[src/rtl/dp_trace_buffer.sv]
// Circular retire-trace capture unit: arm, trigger on PC match or force, record POST_TRIG more samples, then stream oldest-first.
// Optional macro DP_TRACE_TIMESTAMP_EN adds a 32-bit cycle stamp per record and the rd_ts port.
module dp_trace_buffer #(
   parameter int XLEN      = 32,
   parameter int DEPTH     = 16,
   parameter int POST_TRIG = 8
) (
   input  logic                     clk,
   input  logic                     rst,
   input  logic                     smp_valid,
   input  logic [XLEN-1:0]          smp_pc,
   input  logic [XLEN-1:0]          smp_inst,
   input  logic [XLEN-1:0]          smp_wdata,
   input  logic                     smp_we,
   input  logic                     arm,
   input  logic                     abort,
   input  logic                     trig_en,
   input  logic [XLEN-1:0]          trig_pc,
   input  logic                     force_trig,
   output logic                     rd_valid,
   input  logic                     rd_ready,
   output logic [XLEN-1:0]          rd_pc,
   output logic [XLEN-1:0]          rd_inst,
   output logic [XLEN-1:0]          rd_wdata,
   output logic                     rd_we,
   output logic                     rd_last,
`ifdef DP_TRACE_TIMESTAMP_EN
   output logic [31:0]              rd_ts,
`endif
   output logic [1:0]               state,
   output logic [$clog2(DEPTH):0]   fill,
   output logic                     done
);

   localparam int AW = $clog2(DEPTH);
`ifdef DP_TRACE_TIMESTAMP_EN
   localparam int RW = 3*XLEN + 1 + 32;
`else
   localparam int RW = 3*XLEN + 1;
`endif
   localparam logic [AW:0] FULL = (AW+1)'(DEPTH);

   if (DEPTH < 4 || (DEPTH & (DEPTH - 1)) != 0) begin : g_bad_depth
      $error("dp_trace_buffer: DEPTH must be a power of two >= 4");
   end
   if (POST_TRIG < 0 || POST_TRIG > DEPTH - 1) begin : g_bad_post
      $error("dp_trace_buffer: POST_TRIG must be in 0..DEPTH-1");
   end

   typedef enum logic [1:0] {
      S_IDLE  = 2'd0,
      S_ARMED = 2'd1,
      S_POST  = 2'd2,
      S_DUMP  = 2'd3
   } state_t;

   state_t         st_q, st_d;
   logic [AW-1:0]  wptr_q, wptr_d;
   logic [AW:0]    fill_q, fill_d;
   logic [AW-1:0]  post_q, post_d;
   logic           pend_q, pend_d;
   logic [AW-1:0]  fidx_q, fidx_d;
   logic [AW:0]    frem_q, frem_d;
   logic [AW:0]    orem_q, orem_d;
   logic           done_d;
   logic           wr_en;
   logic           trig_hit;
   logic           fetch;
   logic           accept;
   logic [RW-1:0]  wr_word;
   logic [RW-1:0]  rd_word;
   logic [RW-1:0]  mem [DEPTH];

`ifdef DP_TRACE_TIMESTAMP_EN
   logic [31:0]    ts_q;

   always_ff @(posedge clk or negedge rst) begin
      if (!rst) ts_q <= '0;
      else      ts_q <= ts_q + 32'd1;
   end

   assign wr_word = {ts_q, smp_we, smp_wdata, smp_inst, smp_pc};
`else
   assign wr_word = {smp_we, smp_wdata, smp_inst, smp_pc};
`endif

   // A force_trig seen without a sample is remembered in pend_q until the next valid sample.
   always_comb begin
      st_d     = st_q;
      wptr_d   = wptr_q;
      fill_d   = fill_q;
      post_d   = post_q;
      pend_d   = pend_q;
      fidx_d   = fidx_q;
      frem_d   = frem_q;
      orem_d   = orem_q;
      done_d   = 1'b0;
      wr_en    = 1'b0;
      trig_hit = smp_valid && ((trig_en && smp_pc == trig_pc) || force_trig || pend_q);
      accept   = rd_valid && rd_ready;
      fetch    = (st_q == S_DUMP) && (frem_q != '0) && (!rd_valid || rd_ready);
      case (st_q)
         S_IDLE: begin
            if (arm) begin
               st_d   = S_ARMED;
               wptr_d = '0;
               fill_d = '0;
               pend_d = 1'b0;
            end
         end
         S_ARMED: begin
            wr_en = smp_valid;
            if (force_trig && !smp_valid) pend_d = 1'b1;
            if (trig_hit) begin
               pend_d = 1'b0;
               if (POST_TRIG == 0) begin
                  st_d = S_DUMP;
               end else begin
                  st_d   = S_POST;
                  post_d = AW'(POST_TRIG);
               end
            end
         end
         S_POST: begin
            if (smp_valid) begin
               wr_en  = 1'b1;
               post_d = post_q - AW'(1);
               if (post_q == AW'(1)) st_d = S_DUMP;
            end
         end
         default: begin
            if (fetch) begin
               fidx_d = fidx_q + AW'(1);
               frem_d = frem_q - (AW+1)'(1);
            end
            if (accept) begin
               orem_d = orem_q - (AW+1)'(1);
               if (orem_q == (AW+1)'(1)) begin
                  done_d = 1'b1;
                  st_d   = S_IDLE;
               end
            end
         end
      endcase
      if (wr_en) begin
         wptr_d = wptr_q + AW'(1);
         if (fill_q != FULL) fill_d = fill_q + (AW+1)'(1);
      end
      // Readout window is fixed from the pointer/fill produced by the final write.
      if (st_q != S_DUMP && st_d == S_DUMP) begin
         fidx_d = wptr_d - fill_d[AW-1:0];
         frem_d = fill_d;
         orem_d = fill_d;
      end
      if (abort) begin
         st_d   = S_IDLE;
         done_d = 1'b0;
         pend_d = 1'b0;
      end
   end

   always_ff @(posedge clk or negedge rst) begin
      if (!rst) begin
         st_q   <= S_IDLE;
         wptr_q <= '0;
         fill_q <= '0;
         post_q <= '0;
         pend_q <= 1'b0;
         fidx_q <= '0;
         frem_q <= '0;
         orem_q <= '0;
         done   <= 1'b0;
      end else begin
         st_q   <= st_d;
         wptr_q <= wptr_d;
         fill_q <= fill_d;
         post_q <= post_d;
         pend_q <= pend_d;
         fidx_q <= fidx_d;
         frem_q <= frem_d;
         orem_q <= orem_d;
         done   <= done_d;
      end
   end

   always_ff @(posedge clk) begin
      if (wr_en) mem[wptr_q] <= wr_word;
   end

   assign rd_word = mem[fidx_q];

   // Output register doubles as the synchronous RAM read stage; it refills whenever it is empty or being drained.
   always_ff @(posedge clk or negedge rst) begin
      if (!rst) begin
         rd_valid <= 1'b0;
         rd_pc    <= '0;
         rd_inst  <= '0;
         rd_wdata <= '0;
         rd_we    <= 1'b0;
`ifdef DP_TRACE_TIMESTAMP_EN
         rd_ts    <= '0;
`endif
      end else if (abort) begin
         rd_valid <= 1'b0;
      end else if (fetch) begin
         rd_valid <= 1'b1;
         {rd_we, rd_wdata, rd_inst, rd_pc} <= rd_word[3*XLEN:0];
`ifdef DP_TRACE_TIMESTAMP_EN
         rd_ts    <= rd_word[RW-1 -: 32];
`endif
      end else if (accept) begin
         rd_valid <= 1'b0;
      end
   end

   assign rd_last = rd_valid && (orem_q == (AW+1)'(1));
   assign state   = st_q;
   assign fill    = fill_q;

endmodule
[config.mk]
export PLATFORM = sky130hd
export DESIGN_NAME = dp_trace_buffer
export DESIGN_NICKNAME = d
export VERILOG_FILES = /design/src/rtl/dp_trace_buffer.sv
export SDC_FILE = /design/constraint.sdc
export NUM_CORES = 2
export LEC_CHECK = 0
export BUFFER_PORTS_ARGS = -buffer_cell sky130_fd_sc_hd__buf_2
export CORE_MARGIN = 1.5
export CORE_UTILIZATION = 55
export CTS_BUF_LIST = sky130_fd_sc_hd__clkbuf_8 sky130_fd_sc_hd__clkbuf_16
export DETAILED_ROUTE_END_ITERATION = 8
export GPL_ROUTABILITY_DRIVEN = 0
export PLACE_DENSITY = 0.72
export SLEW_MARGIN = 20
export SYNTH_ARGS = -nofsm -noshare
export SYNTH_HDL_FRONTEND = slang
export SYNTH_SLANG_ARGS = --single-unit
[constraint.sdc]
create_clock -name clk -period 10.2 [get_ports clk]
set_clock_uncertainty 0.15 [all_clocks]
set_input_delay 1.53 -clock clk [delete_from_list [all_inputs] [get_ports clk]]
set_output_delay 1.53 -clock clk [all_outputs]
set_load 0.05 [all_outputs]
# --- After elaboration in Yosys (flattened, before gate mapping) ---
# Memory sizes are Yosys's and may differ from the RTL's. A register that Yosys moved wholly into a read port is not among the register bits.
# Cells that the tools add are included.
classes:
  addsub: 7
  n_eq_ne: 14
  muxes: 43
  bitwise_logic: 1
  n_reduce_logical: 27
op_table:
  columns: ["op", "count"]
  rows:
  - ["$mux 5", 10]
  - ["$eq 32x32->1", 1]
  - ["$mux 4", 8]
  - ["$mux 1", 14]
  - ["$mux 2", 7]
  - ["$sub 5x1->5 const B", 2]
  - ["$add 4x1->4 const B", 2]
  - ["$logic_and 1x1->1", 8]
  - ["$pmux 4 s2", 1]
  - ["$eq 2x2->1 const B", 3]
  - ["$ne 2x2->1 const B", 3]
  - ["$pmux 2 s3", 1]
  - ["$reduce_and 2->1", 3]
  - ["$reduce_and 3->1", 2]
  - ["$reduce_bool 2->1", 3]
  - ["$reduce_bool 3->1", 2]
  - ["$add 5x1->5 const B", 1]
  - ["$eq 5x1->1 const B", 1]
  - ["$ne 5x5->1 const B", 1]
  - ["$reduce_bool 5->1", 1]
  - ["$eq 4x1->1 const B", 1]
  - ["$ne 4x4->1 const B", 1]
  - ["$pmux 1 s2", 2]
  - ["$sub 4x1->4 const B", 1]
  - ["other kinds (9)", 13]
totals:
  regBits: 32
  ramBits: 1552
  in_bits: 137
  output_inout_bits: 107
  elab_cells: 103
  memories: 1
memory_table:
  columns: ["memory", "words", "width", "read_ports", "rd_clocked_by_memory_dff", "wr", "line_no", "text"]
  rows:
  - ["mem", 16, 97, 1, 1, 1, "72", "logic [RW-1:0] mem [DEPTH];"]

# --- Depth between registers and ports, before layout ---
logic_depth:
  depth_word: 11
  depth_mapped: 15
  depth_no_buf: 15

# --- Worst setup path before layout ---
# OpenSTA, ideal clock, no wires.
synth_path:
  kind: "input-to-reg"
  startpoint: "input smp_valid"
  endpoint: "memory mem[0][0] (netlist bit), enable pin"
  setup_ns: 0.466
  arrival_time_ns: 4.206
  required_ns: 9.584
  setup_slack_ns: 5.378
  cell_stages: 3
  path_buffers: 0
  cell_sequence: "nand2_1 > nor3_1 > and2_1"
synth_via:
  elab_chain_cells: 4
synth_rtl:
  columns: ["element", "line_no", "text"]
  rows:
  - ["start: declaration", "10", "input logic smp_valid,"]
  - ["$mux 1", "125", "if (smp_valid) begin"]
  - ["$pmux 1 s2 (*)", "102", "case (st_q)"]
  - ["$mux 1 (*)", "187", "if (wr_en) mem[wptr_q] <= wr_word;"]
  - ["$mux 1 (not written as such) (*)", "187", null]
  - ["end: declaration", "72", null]
# Mark *: on every way between the ends. The rest lies on a longest branch, timed or not.

# --- Worst setup path after layout ---
layout_path:
  startpoint: "input smp_pc[9]"
  endpoint: "register fidx_q[1]"
layout_via:
  elab_chain_cells: 11
  word_cells_on_any_way: 13
  classes_between: "eq/ne: 3; mux: 3; reduce/logical: 7"
layout_rtl:
  columns: ["element", "line_no", "text"]
  rows:
  - ["start: declaration", "11", "input logic [XLEN-1:0] smp_pc,"]
  - ["$eq 32x32->1 (*)", "99", "trig_hit = smp_valid && ((trig_en && smp_pc == trig_pc) || force_trig || pend_q);"]
  - ["$logic_and 1x1->1 (*)", "99", null]
  - ["$logic_or 1x1->1 (*) (2 in a row)", "99", null]
  - ["$logic_and 1x1->1 (*)", "99", null]
  - ["$mux 2 (*)", "114", "if (trig_hit) begin"]
  - ["$pmux 2 s3 (*)", "102", null]
  - ["$eq 2x2->1 (*)", "150", "if (st_q != S_DUMP && st_d == S_DUMP) begin"]
  - ["$logic_and 1x1->1 (*)", "150", null]
  - ["$ne 2x1->1 (no line) or $reduce_bool 2->1 (tied branches)", null, null]
  - ["$reduce_and 2->1 (no line)", null, null]
  - ["end signal: assignment", "179", "fidx_q <= fidx_d;"]
  - ["end: declaration", "62", "logic [AW-1:0] fidx_q, fidx_d;"]
# Marks and branches as above.
# A chain may end at the register's enable or synchronous reset.

==> results.py <==
metrics = {
    "place": {
        "dp_hpwl_microns": 71300,
        "postPlaceCellArea_sq_um": 67100,
        "port_buffers": 243,
    },
    "route": {
        "drt_pass1_iterations": 6,
        "drtAntennaViolNets": 0,
        "drtIter0Drc": 3333,
        "drcViolationCount": 0,
        "drt_wl_total_microns": 141000,
        "vias": 29200,
        "routedWlPerCell_microns": 30.5,
        "vias_per_cell": 6.32,
    },
    "sta": {
        "finalHoldViolations": 0,
        "worstMarginPinSlew_ns": 1.09,
        "fin_crit_ns": 4.59,
        "fmax_mhz": 218,
        "tns_ns": 0,
        "finalSetupViolCount": 0,
        "period_share_pct": 45.0,
        "maxSlewHeadroom_pct": 27.3,
        "rsz0062_at_grt": "no",
        "slew_viol_final": 0,
    },
    "clocking": {
        "hold_buffers": 0,
        "cts_tree": "done",
        "cts_made_buffers": 165,
        "root_buffer": "clkbuf_16",
        "post_cts_buffers": 0,
        "cts_resized": 0,
        "htreeDepth": 4,
        "cts_sinks": 1681,
        "insertion_delay_ns": 0.78,
        "clockBufferDepth": 3,
        "clk_pin_slew_ns": 0.06,
    },
    "floorplanning": {
        "ios": 244,
        "die_height_microns": 344,
        "std_cell_rows": 124,
        "die_area_sq_um": 118000,
        "core_area_sq_um": 115000,
        "start_util_pct": 55.8,
        "die_x_microns": 344,
    },
    "critical_path": {
        "critPathCaptureType": "flop",
        "startpoint_type": "input pin",
        "path_cells": "buf_2, xor2_1, nor4_1, nand4_1, o31a_1, a31oi_1, or3_1, mux2_2",
        "critical_path.slowest_cell": "nor4_1",
        "worstPathMaxFanout": 17,
        "worstPathArrival_ns": 5.10,
        "worstSetupPathType": "input pin to flop",
        "required_ns": 10.71,
        "cp_num_buf_inv": 1,
        "cpPeakStageDelay_ns": 0.70,
        "critical-path-top-delay-family": "simple AND/OR/NAND/NOR gates",
    },
    "synth": {
        "synth_nets": 2783,
        "synth_compound_gate_area_share_pct": 0.510,
        "syn_area_sq_um": 64000,
        "async_flop_share_pct": 7.67,
        "ys_ff_latch": 1681,
        "synthTopCellsByCount": "1552 x edfxtp_1, 485 x mux4_2, 129 x dfrtp_1",
        "synth_flop_cell": "edfxtp_1",
        "yosysMostFrequentCell": "edfxtp_1",
        "synth_top_family_by_area": "multiplexers",
        "synth_xor_xnor_area_share_pct": 0.602,
        "netlist_top_cells_area": "edfxtp_1 73%, mux4_2 17%, dfrtp_1 5.0%",
        "yosysTopAreaCell": "edfxtp_1",
        "synth.distinct_cells": 53,
        "synthMuxAreaShare_pct": 18.9,
        "ys.warnings.count": 0,
        "yosysTopAreaCellShare_pct": 72.8,
        "synthCells": 2624,
        "synth_area_per_cell_sq_um": 24.4,
        "yosysSeqAreaShare_pct": 77.8,
        "yosys.area_share.adder_pct": 0.442,
        "synth-simple-area-share_pct": 0.805,
        "synth_edf_count": 1552,
    },
    "finish": {
        "final_nets": 3111,
        "layout-drive-gt1-share_pct": 36.5,
        "final_area_sq_um": 72500,
        "area_growth_syn_to_layout_pct": 13.2,
        "final_core_util_pct": 63.1,
    },
    "grt": {
        "grtUsageTotal_pct": 24.3,
        "grt_pass1_vias": 30600,
        "overflow": 0,
        "grt_max_degree": 164,
        "antenna_found_initial": 22,
        "grt_pass1_wl_microns": 205000,
    },
    "pwr": {
        "pwr-share-clk_pct": 32.2,
        "intPower_mw": 13.2,
        "power_switching_mw": 5.08,
        "vdd.ir_drop.worst_v": 0.000276,
        "swShare_pct": 27.8,
        "power_frac_seq_pct": 44.0,
        "p_per_area_nw_per_um2": 252,
        "p_leak_nw": 24.0,
        "p_comb_share_pct": 23.7,
    },
    "outcome": {
        "outcome": "complete, no violations",
    },
    "run": {
        "cap_violations": 0,
    },
    "worst_hold_path": {
        "hold_path_class": "flop to flop",
    },
}
[layout make-up]
class,instances,area [sq um]
Multi-Input combinational cell,794,13700
Inverter,26,97.6
Tap cell,1512,1890
Fill cell,7441,42300
Antenna cell,12,30.0
Clock buffer,176,4280
Clock inverter,133,1080
Timing Repair Buffer,284,1600
Sequential cell,1681,49800
[state kept, by name (all words and copies together) (netlist names)]
name      flops
post_q        4
wptr_q        4
rd_wdata     32
rd_valid      1
mem        1552
done          1
orem_q        5
state         2
rd_pc        32
fidx_q        4
fill          5
frem_q        5
rd_inst      32
pend_q        1
rd_we         1
[power groups by stage]
| stage | Sequential [mW] | Combinational [mW] | Clock [mW] |
|---|---|---|---|
| 2_1_floorplan | 8.54 | 2.87 | 0 |
| 3_3_place_gp | 8.22 | 4.25 | 0 |
| 3_5_place_dp | 8.23 | 4.33 | 0 |
| 4_1_cts | 8.09 | 4.35 | 5.98 |
| 5_1_grt | 8.07 | 4.58 | 6.24 |
| 6_report | 8.04 | 4.33 | 5.88 |
[layout by cell type (no fill, tap or decap), drive strengths merged, types with 12 or more instances in the layout]
cell,count
ha,21
mux4,485
xor2,34
nor4,13
inv,91
nor2,20
clkinv,54
dfrtp,129
diode,12
clkbuf,176
buf,284
edfxtp,1552
mux2,99
[path summary, 6_finish.rpt]
kind,cells after the start,endpoint,slack [ns],from
max,8,fidx_q[1]$_DFFE_PN0P_,5.61,smp_pc[9]
min,1,rd_wdata[22]$_DFFE_PN0P_,0.35,rd_wdata[22]$_DFFE_PN0P_
max reg2reg,7,rd_pc[13]$_DFFE_PN0P_,5.78,state[0]$_DFF_PN0_
min reg2reg,1,rd_wdata[22]$_DFFE_PN0P_,0.35,rd_wdata[22]$_DFFE_PN0P_
max in group asynchronous,2,rd_inst[14]$_DFFE_PN0P_,7.94,rst
min in group asynchronous,1,rd_pc[7]$_DFFE_PN0P_,0.54,rst
[through the flow]
stage          hold slack, ns  instances  power (mW)  setup slack (ns)
2_1_floorplan           0.357       2624        11.4              5.38
3_3_place_gp            0.338       4296        12.5              4.92
3_5_place_dp            0.342       4296        12.6              4.82
4_1_cts                 0.354       4605        18.4              5.65
5_1_grt                 0.370       4608        18.9              5.40
6_report                0.352       4618        18.3              5.61
[metal layers]
metal	GRT usage [%]	part of all wire, %	up-vias
li1	-	-	11900
met3	5.29	8.2	232
met1	34.1	39	15800
met2	39.0	50	1264
met5	0	0.072	-
met4	6.86	2.4	16
[logic make-up after synthesis]
logic type / Yosys count
adders and majority gates: 22
buffers and inverters: 149
muxes: 590
AOI/OAI and AO/OA: 44
DFF: 1681
xor gates and xnor gates: 44
and+or+nand+nor: 94
No activity file was read; power rests on OpenSTA's default activity.
